===== config.mk =====
export PLATFORM = sky130hd
export DESIGN_NAME = serial_word_adder
export DESIGN_NICKNAME = d
export VERILOG_FILES = /design/src/rtl/serial_word_adder_pkg.sv /design/src/rtl/serial_word_adder_chunk_add.sv /design/src/rtl/serial_word_adder.sv
export SDC_FILE = /design/constraint.sdc
export NUM_CORES = 1
export LEC_CHECK = 0
export CELL_PAD_IN_SITES_DETAIL_PLACEMENT = 1
export CELL_PAD_IN_SITES_GLOBAL_PLACEMENT = 1
export CORE_MARGIN = 5
export CORE_UTILIZATION = 40
export DETAILED_ROUTE_END_ITERATION = 7
export DONT_BUFFER_PORTS = 1
export GPL_TIMING_DRIVEN = 0
export PLACE_DENSITY = 0.76
export SLEW_MARGIN = 20
export SYNTH_ARGS = -nofsm -noshare
export SYNTH_HDL_FRONTEND = slang
export SYNTH_SLANG_ARGS = --single-unit
export TNS_END_PERCENT = 5

===== constraint.sdc =====
create_clock -name clk -period 4.4 [get_ports clk]
set_clock_uncertainty 0.2 [all_clocks]
set_input_delay 0.88 -clock clk [delete_from_list [all_inputs] [get_ports clk]]
set_output_delay 0.88 -clock clk [all_outputs]
set_load 0.005 [all_outputs]

===== src/rtl/serial_word_adder_pkg.sv =====
// Shared definitions for serial_word_adder: FSM encodings and slice sizing helpers.
package serial_word_adder_pkg;

    localparam int ST_W = 2;

    localparam logic [ST_W-1:0] ST_IDLE = 2'd0;
    localparam logic [ST_W-1:0] ST_RUN  = 2'd1;
    localparam logic [ST_W-1:0] ST_DONE = 2'd2;

    function automatic int swa_nchunk(input int width, input int chunk);
        return width / chunk;
    endfunction

    // A single-slice build still needs a 1-bit index register.
    function automatic int swa_idx_w(input int nchunk);
        return (nchunk > 1) ? $clog2(nchunk) : 1;
    endfunction

endpackage


===== src/rtl/serial_word_adder_chunk_add.sv =====
// Combinational CHUNK-bit adder slice; cmsb is the carry into the slice MSB.
module chunk_add #(
    parameter int CHUNK = 8
) (
    input  logic [CHUNK-1:0] a,
    input  logic [CHUNK-1:0] b,
    input  logic             cin,
    output logic [CHUNK-1:0] sum,
    output logic             cout,
    output logic             cmsb
);

    logic [CHUNK:0] full;

    assign full = {1'b0, a} + {1'b0, b} + {{CHUNK{1'b0}}, cin};
    assign sum  = full[CHUNK-1:0];
    assign cout = full[CHUNK];
    // The MSB sum bit is a^b^carry_in, so the carry in is recovered from it.
    assign cmsb = full[CHUNK-1] ^ a[CHUNK-1] ^ b[CHUNK-1];

endmodule


===== src/rtl/serial_word_adder.sv =====
// Multi-cycle add/subtract, one CHUNK-bit slice per clock, LSB first.
// Define SWA_OVF_EN to add the signed-overflow output ovf.
module serial_word_adder
    import serial_word_adder_pkg::*;
#(
    parameter int WIDTH = 32,
    parameter int CHUNK = 8
) (
    input  logic             clk,
    input  logic             rst,
    input  logic             start,
    input  logic [WIDTH-1:0] a,
    input  logic [WIDTH-1:0] b,
    input  logic             cin,
    input  logic             sub,
    output logic             busy,
    output logic             done,
    output logic [WIDTH-1:0] sum,
    output logic             cout
`ifdef SWA_OVF_EN
    ,
    output logic             ovf
`endif
);

    localparam int NCHUNK = swa_nchunk(WIDTH, CHUNK);
    localparam int IW     = swa_idx_w(NCHUNK);

    logic [ST_W-1:0]  state;
    logic [WIDTH-1:0] wa, wb, ws, ws_nxt;
    logic             carry;
    logic [IW-1:0]    idx;
    logic [CHUNK-1:0] sl_a, sl_b, sl_s;
    logic             sl_co, last;
`ifdef SWA_OVF_EN
    logic             sl_cm;
`endif

    assign busy = (state == ST_RUN);
    assign done = (state == ST_DONE);
    assign last = (idx == IW'(NCHUNK - 1));

    assign sl_a = wa[int'(idx)*CHUNK +: CHUNK];
    assign sl_b = wb[int'(idx)*CHUNK +: CHUNK];

    chunk_add #(.CHUNK(CHUNK)) u_chunk (
        .a    (sl_a),
        .b    (sl_b),
        .cin  (carry),
        .sum  (sl_s),
        .cout (sl_co),
`ifdef SWA_OVF_EN
        .cmsb (sl_cm)
`else
        .cmsb ()
`endif
    );

    // The final slice is merged here so completion can publish the full word in one edge.
    always_comb begin
        ws_nxt = ws;
        ws_nxt[int'(idx)*CHUNK +: CHUNK] = sl_s;
    end

    always_ff @(posedge clk) begin
        if (rst) begin
            state <= ST_IDLE;
            wa    <= '0;
            wb    <= '0;
            ws    <= '0;
            carry <= 1'b0;
            idx   <= '0;
            sum   <= '0;
            cout  <= 1'b0;
`ifdef SWA_OVF_EN
            ovf   <= 1'b0;
`endif
        end else begin
            case (state)
                ST_RUN: begin
                    ws    <= ws_nxt;
                    carry <= sl_co;
                    idx   <= idx + 1'b1;
                    if (last) begin
                        state <= ST_DONE;
                        idx   <= '0;
                        sum   <= ws_nxt;
                        cout  <= sl_co;
`ifdef SWA_OVF_EN
                        ovf   <= sl_co ^ sl_cm;
`endif
                    end
                end
                default: begin
                    // IDLE and DONE both accept; subtraction is a + ~b + 1.
                    if (start) begin
                        state <= ST_RUN;
                        wa    <= a;
                        wb    <= sub ? ~b : b;
                        carry <= cin ^ sub;
                        idx   <= '0;
                    end else begin
                        state <= ST_IDLE;
                    end
                end
            endcase
        end
    end

endmodule


## Word-level counts from Yosys, hierarchy flattened

Index checks and enable logic that the tools add are counted.

- Memory bits (read-only): 0
- Logic and storage cells: 36
- Bits in latches: 0
- Input bits: 69
- Bits in writable memories: 0
- Output and inout bits: 35
- Flip-flop bits (word level): 134
- Memories: 0

- Bitwise operators: 3
- Divide/modulo/power cells: 0
- Multiplexer cells: 10
- Shifts and indexed selects: 4
- Eq/ne operators: 4
- Reduce and logical (&&, ||, !) cells: 3
- $add $sub $neg: 4
- Magnitude comparators: 0
- $mul: 0

Operator list:

| operator | count |
|---|---|
| $shiftx 32x6->8 | 2 |
| $neg 5->33 | 1 |
| $shift 8x33->32 const A | 1 |
| $shiftx 8x33->32 | 1 |
| $bwmux 32 | 1 |
| $mux 32 | 1 |
| $not 32->32 | 1 |
| $mux 2 | 5 |
| $add 8x8->9 | 1 |
| $add 9x1->9 | 1 |
| $eq 2x2->1 const B | 2 |
| $reduce_and 2->1 | 2 |
| $mux 1 | 3 |
| $add 2x1->2 const B | 1 |
| $eq 2x1->1 const B | 1 |
| $ne 2x1->1 const B | 1 |
| $reduce_bool 2->1 | 1 |
| $not 1->1 | 1 |
| $xor 1x1->1 | 1 |

## Logic depth before layout (Yosys ltp)

- Word-level depth: 5
- Depth in mapped cells: 10
- Depth with buffers taken out: 8

## Hierarchy

From an unflattened synthesis, not the netlist that was laid out.

- Cell total of the unflattened synthesis: 628
- Area total of the unflattened synthesis: 6357.3 um^2

Modules (own cells, without submodules):

| module | sequential area each (um^2) | cells an instance | area each (um^2) | instances |
|---|---|---|---|---|
| serial_word_adder | 2682.6 | 584 | 5980.7 | 1 |
| chunk_add | 0.0 | 44 | 376.6 | 1 |

## Least setup slack after synthesis

No wires, ideal clock.

- Path type: reg2reg
- Start: reg idx[0]
- End: reg ws[4]
- Path buffers: 2
- Setup time: 128 ps
- Clock period less this slack: 3159 ps
- Required time: 4072 ps
- Setup slack: 1241 ps
- Cell stages (with the launch flop): 11
- Arrival: 2831 ps
- Cells stage by stage: dfxtp_1 > buf_2 > buf_4 > mux4_2 > fa_1 > fa_1 > a21o_1 > a21oi_1 > xnor2_1 > a22oi_1 > nor2_1

- Cells in the longest elaborated chain, start to end: 5
- Elaborated cells on any way between the ends: 8
- Those cells by class: add/sub: 3; shift: 4; mux: 1

RTL lines:

| element | line | RTL |
|---|---|---|
| start, declared | serial_word_adder.sv:32 | `logic [IW-1:0] idx;` |
| start signal, assigned | serial_word_adder.sv:83 | `idx <= idx + 1'b1;` |
| $shiftx 32x6->8 (on tied branches) | serial_word_adder.sv:43, serial_word_adder.sv:44 |  |
| $add 8x8->9 | serial_word_adder_chunk_add.sv:15 | `assign full = {1'b0, a} + {1'b0, b} + {{CHUNK{1'b0}}, cin};` |
| $add 9x1->9 | serial_word_adder_chunk_add.sv:15 |  |
| $shiftx 8x33->32 | serial_word_adder.sv:62 | `ws_nxt[int'(idx)*CHUNK +: CHUNK] = sl_s;` |
| $bwmux 32 (*) | serial_word_adder.sv:62 |  |
| end signal, assigned | serial_word_adder.sv:81 | `ws <= ws_nxt;` |
| end, declared | serial_word_adder.sv:30 | `logic [WIDTH-1:0] wa, wb, ws, ws_nxt;` |

Mark *: on every way between the ends. The rest lies on a longest branch, timed or not.
A chain may end at the register's enable or synchronous reset.

## Worst setup path in the final report

- Start: reg idx[0]
- End: reg sum[28]

- Cells in the longest elaborated chain, start to end: 5
- Elaborated cells on any way between the ends: 10
- Those cells by class: add/sub: 3; eq/ne: 1; shift: 4; mux: 1; reduce/logical: 1

RTL lines:

| element | line | RTL |
|---|---|---|
| $shiftx 32x6->8 (on tied branches) | serial_word_adder.sv:43, serial_word_adder.sv:44 |  |
| $add 8x8->9 | serial_word_adder_chunk_add.sv:15 |  |
| $add 9x1->9 | serial_word_adder_chunk_add.sv:15 |  |
| $shiftx 8x33->32 | serial_word_adder.sv:62 |  |
| $bwmux 32 | serial_word_adder.sv:62 |  |
| end signal, assigned | serial_word_adder.sv:87 | `sum <= ws_nxt;` |
| end, declared | serial_word_adder.sv:18 | `output logic [WIDTH-1:0] sum,` |

Parallel ways exist; a longest one is shown, timed or not.

==> metrics.md <==
| Metric | Value |
|---|---|
| Outcome | finished clean |
| First-pass GRT wire length | between 20 and 30 mm |
| Least-Margin Pin Slew | 713.5 ps |
| Ports | ~100 |
| Clock power frac | 0.457 |
| H-tree levels | 4 |
| Synth warn | 0 |
| Die span in x | between 100 and 150 um |
| Post-Synthesis Cells | 666 |
| Max-slew violation count | 0 |
| WS Path Type | reg -> reg |
| Core area | between 15,000 and 20,000 sq um |
| Post-synthesis sequential area ratio | 0.4369 |
| Post-layout util | 0.4610 |
| Total Wirelength | 18.83 mm |
| RSZ-0062 raised after global routing | no |
| Clock tree buffer depth | 2 |
| # diodes | 0 |
| Syn_nets | 750 |
| Peak supply drop | around 0.00028 V |
| Post_cts resized | 0 |
| Synth Cell Area | between 6000 and 7000 sq um |
| Asr flop ratio synth | 0 |
| Drt pass-1 iters | 4 |
| Post-synth EDFFs | 0 |
| Syn-to-layout area delta | 13.74% |
| CTS tree | built |
| Register share of total power | 0.408 |
| Row Count | 45 |
| Worst-Skew Late Latency | 430 ps |
| Fin crit share | 0.8409 |
| Comb pwr share | 0.136 |
| Vias in the first global route | around 5.5k |
| Worst slew margin | 0.5243 |
| Type of origin of the critical path | flip-flop |
| Fmax | 270.3 MHz |
| Worst-path maximum fanout | 10 |
| Leak | around 2.5 nW |
| Layout cells sized above 1 | 0.1447 |
| DR vias/cell | between 5 and 6 |
| DR DRC count | 0 |
| Syn_area_per_cell | just over 9 sq um |
| Post-CTS Hold Buffers | 0 |
| Setup bufs post-CTS | 0 |
| Clock Sinks | between 100 and 150 |
| Initial antenna violation count | 0 |
| Overflow after GRT | 0 |
| Routability cong. | 0.8314 |
| P_int | approximately 2.3 mW |
| Switching pwr | about 0.84 mW |
| Hold slack | between 200 and 300 ps |
| Die H | around 130 um |
| Final nets | just under 800 |
| CTS Root Cell | clkbuf_16 |
| Final hold viol count | 0 |
| Clock transition at path regs | about 60 ps |
| Synth Flop Type | dfxtp_1 |
| Hold Path Class | reg -> reg |
| Via Count | 5,064 |
| Num CTS Buffers | 17 |
| Die Area | 17,930 sq um |
| I/O Buffers | 0 |
| Setup crit end kind | flip-flop |
| Placed cell area | approximately 6400 sq um |
| Endpoints failing setup | 0 |
| Power per cell area | ~460 nW/um^2 |
| GRT Util Overall | 0.2160 |
| Max-cap viol count | 0 |
| WP data required | ~4500 ps |
| DRT antenna net count | 0 |
| Largest net degree at the start of global routing | 17 |
| Initial DRC Count | between 200 and 300 |
| Crit path time final | 3700 ps |
| DR WL/cell | approximately 21 um |
| Starting density of the core | 0.4054 |
| Total power | around 3.2 mW |
| Synth unique cells | 50 |
| Post-detail-place hpwl | 14.08 mm |
| Arrival time worst endpoint | 3790 ps |
| Final Cell Area | ~7000 sq um |
| Seq cells post-synth | approximately 130 |
| Switching share of power | 0.2641 |
| Setup TNS | 0 ps |
## sequential cells by signal (all words and copies together) (netlist names)
| register | cells |
|---|---|
| ws | 32 |
| wa | 32 |
| state | 2 |
| cout | 1 |
| wb | 32 |
| carry | 1 |
| sum | 32 |
| idx | 2 |
## cells by family after synthesis
kind of cell / count (synthesis) / share of synthesized area
AO/OA/AOI/OAI: 190 / 0.2091
XOR/XNOR: 39 / 0.05808
multiplexers: 17 / 0.06032
buffers and inverters: 58 / 0.04748
adder cells (fa/ha/maj): 15 / 0.03301
AND/OR/NAND/NOR: 213 / 0.1551
flip-flops: 134 / 0.4369
## Yosys cell counts, drive strengths merged (5+ instances only)
cell / number / area (sq um)
a211oi: 47 / 387.9
o22ai: 8 / 56.30
ha: 13 / 162.7
a21oi: 60 / 304.0
xnor2: 37 / 339.1
dfxtp: 134 / 2683
o21ai: 30 / 150.1
nand2: 100 / 375.4
a22oi: 28 / 210.2
nor2: 70 / 262.8
nor3: 5 / 35.03
clkbuf: 15 / 56.30
nand3: 8 / 45.04
mux4: 16 / 360.4
nor2b: 14 / 87.58
a21o: 5 / 37.54
inv: 11 / 41.29
buf: 32 / 193.9
## layer usage
| layer | GRT usage | vias up | wire [um] |
|---|---|---|---|
| met5 | 0 | - | 0 |
| met4 | 0.08057 | 0 | 319 |
| met3 | 0.05326 | 20 | 1037 |
| met2 | 0.3832 | 135 | 9699 |
| met1 | 0.2519 | 2520 | 7774 |
| li1 | - | 2389 | - |
## cell usage in the layout (no fill, tap or decap), types with 17 or more instances in the layout
master / count
buf_2: 20
dfxtp_1: 134
a211oi_1: 40
xnor2_1: 35
o21ai_0: 26
a22oi_1: 28
clkbuf_16: 17
nor2_1: 70
a21oi_1: 59
nand2_1: 100
## path summary, 6_finish.rpt
kind / start / endpoint / slack (ps) / cells past startpoint
hold / removal: wa[26]$_SDFFE_PP0P_ / wa[26]$_SDFFE_PP0P_ / 250 / 2
setup reg to reg: idx[0]$_SDFFE_PP0P_ / sum[28]$_SDFFE_PP0P_ / 700 / 9
hold reg to reg: wa[26]$_SDFFE_PP0P_ / wa[26]$_SDFFE_PP0P_ / 250 / 2
setup / recovery: idx[0]$_SDFFE_PP0P_ / sum[28]$_SDFFE_PP0P_ / 700 / 9
## power by group through the flow
stage	Clock (mW)	Combinational, mW	Sequential, mW
finish	1.46	0.433	1.30
global placement	0	0.405	1.32
floorplan	0	0.314	1.31
detailed placement	0	0.427	1.33
global route	1.53	0.472	1.31
CTS	1.48	0.433	1.30
## layout make-up
cell class	instances	area, sq um
buffer	47	250.2
clock buffer	20	456.7
clock inverter	12	151.4
fill	1728	8163
inverter	11	41.29
multi-input combinational	474	3166
sequential	134	2683
tap	188	235.2
## worst max-delay path, cell delays in order (launching register included)
cell and delay (ps):
dfxtp_1 380, buf_2 190, buf_4 250, mux4_2 550, fa_1 470, fa_1 450
a21o_1 220, a21oi_1 250, xor2_1 440, o21ai_0 170
## metrics by stage
| step | worst slack (ps) | std cells |
|---|---|---|
| after detailed placement | 646.6 | 854 |
| after global placement | 753.0 | 854 |
| after CTS | 638.4 | 886 |
| after floorplan | 1241 | 666 |
| after global routing | 415.2 | 886 |
| final | 699.9 | 886 |
Power figures use the tool's default switching activity.
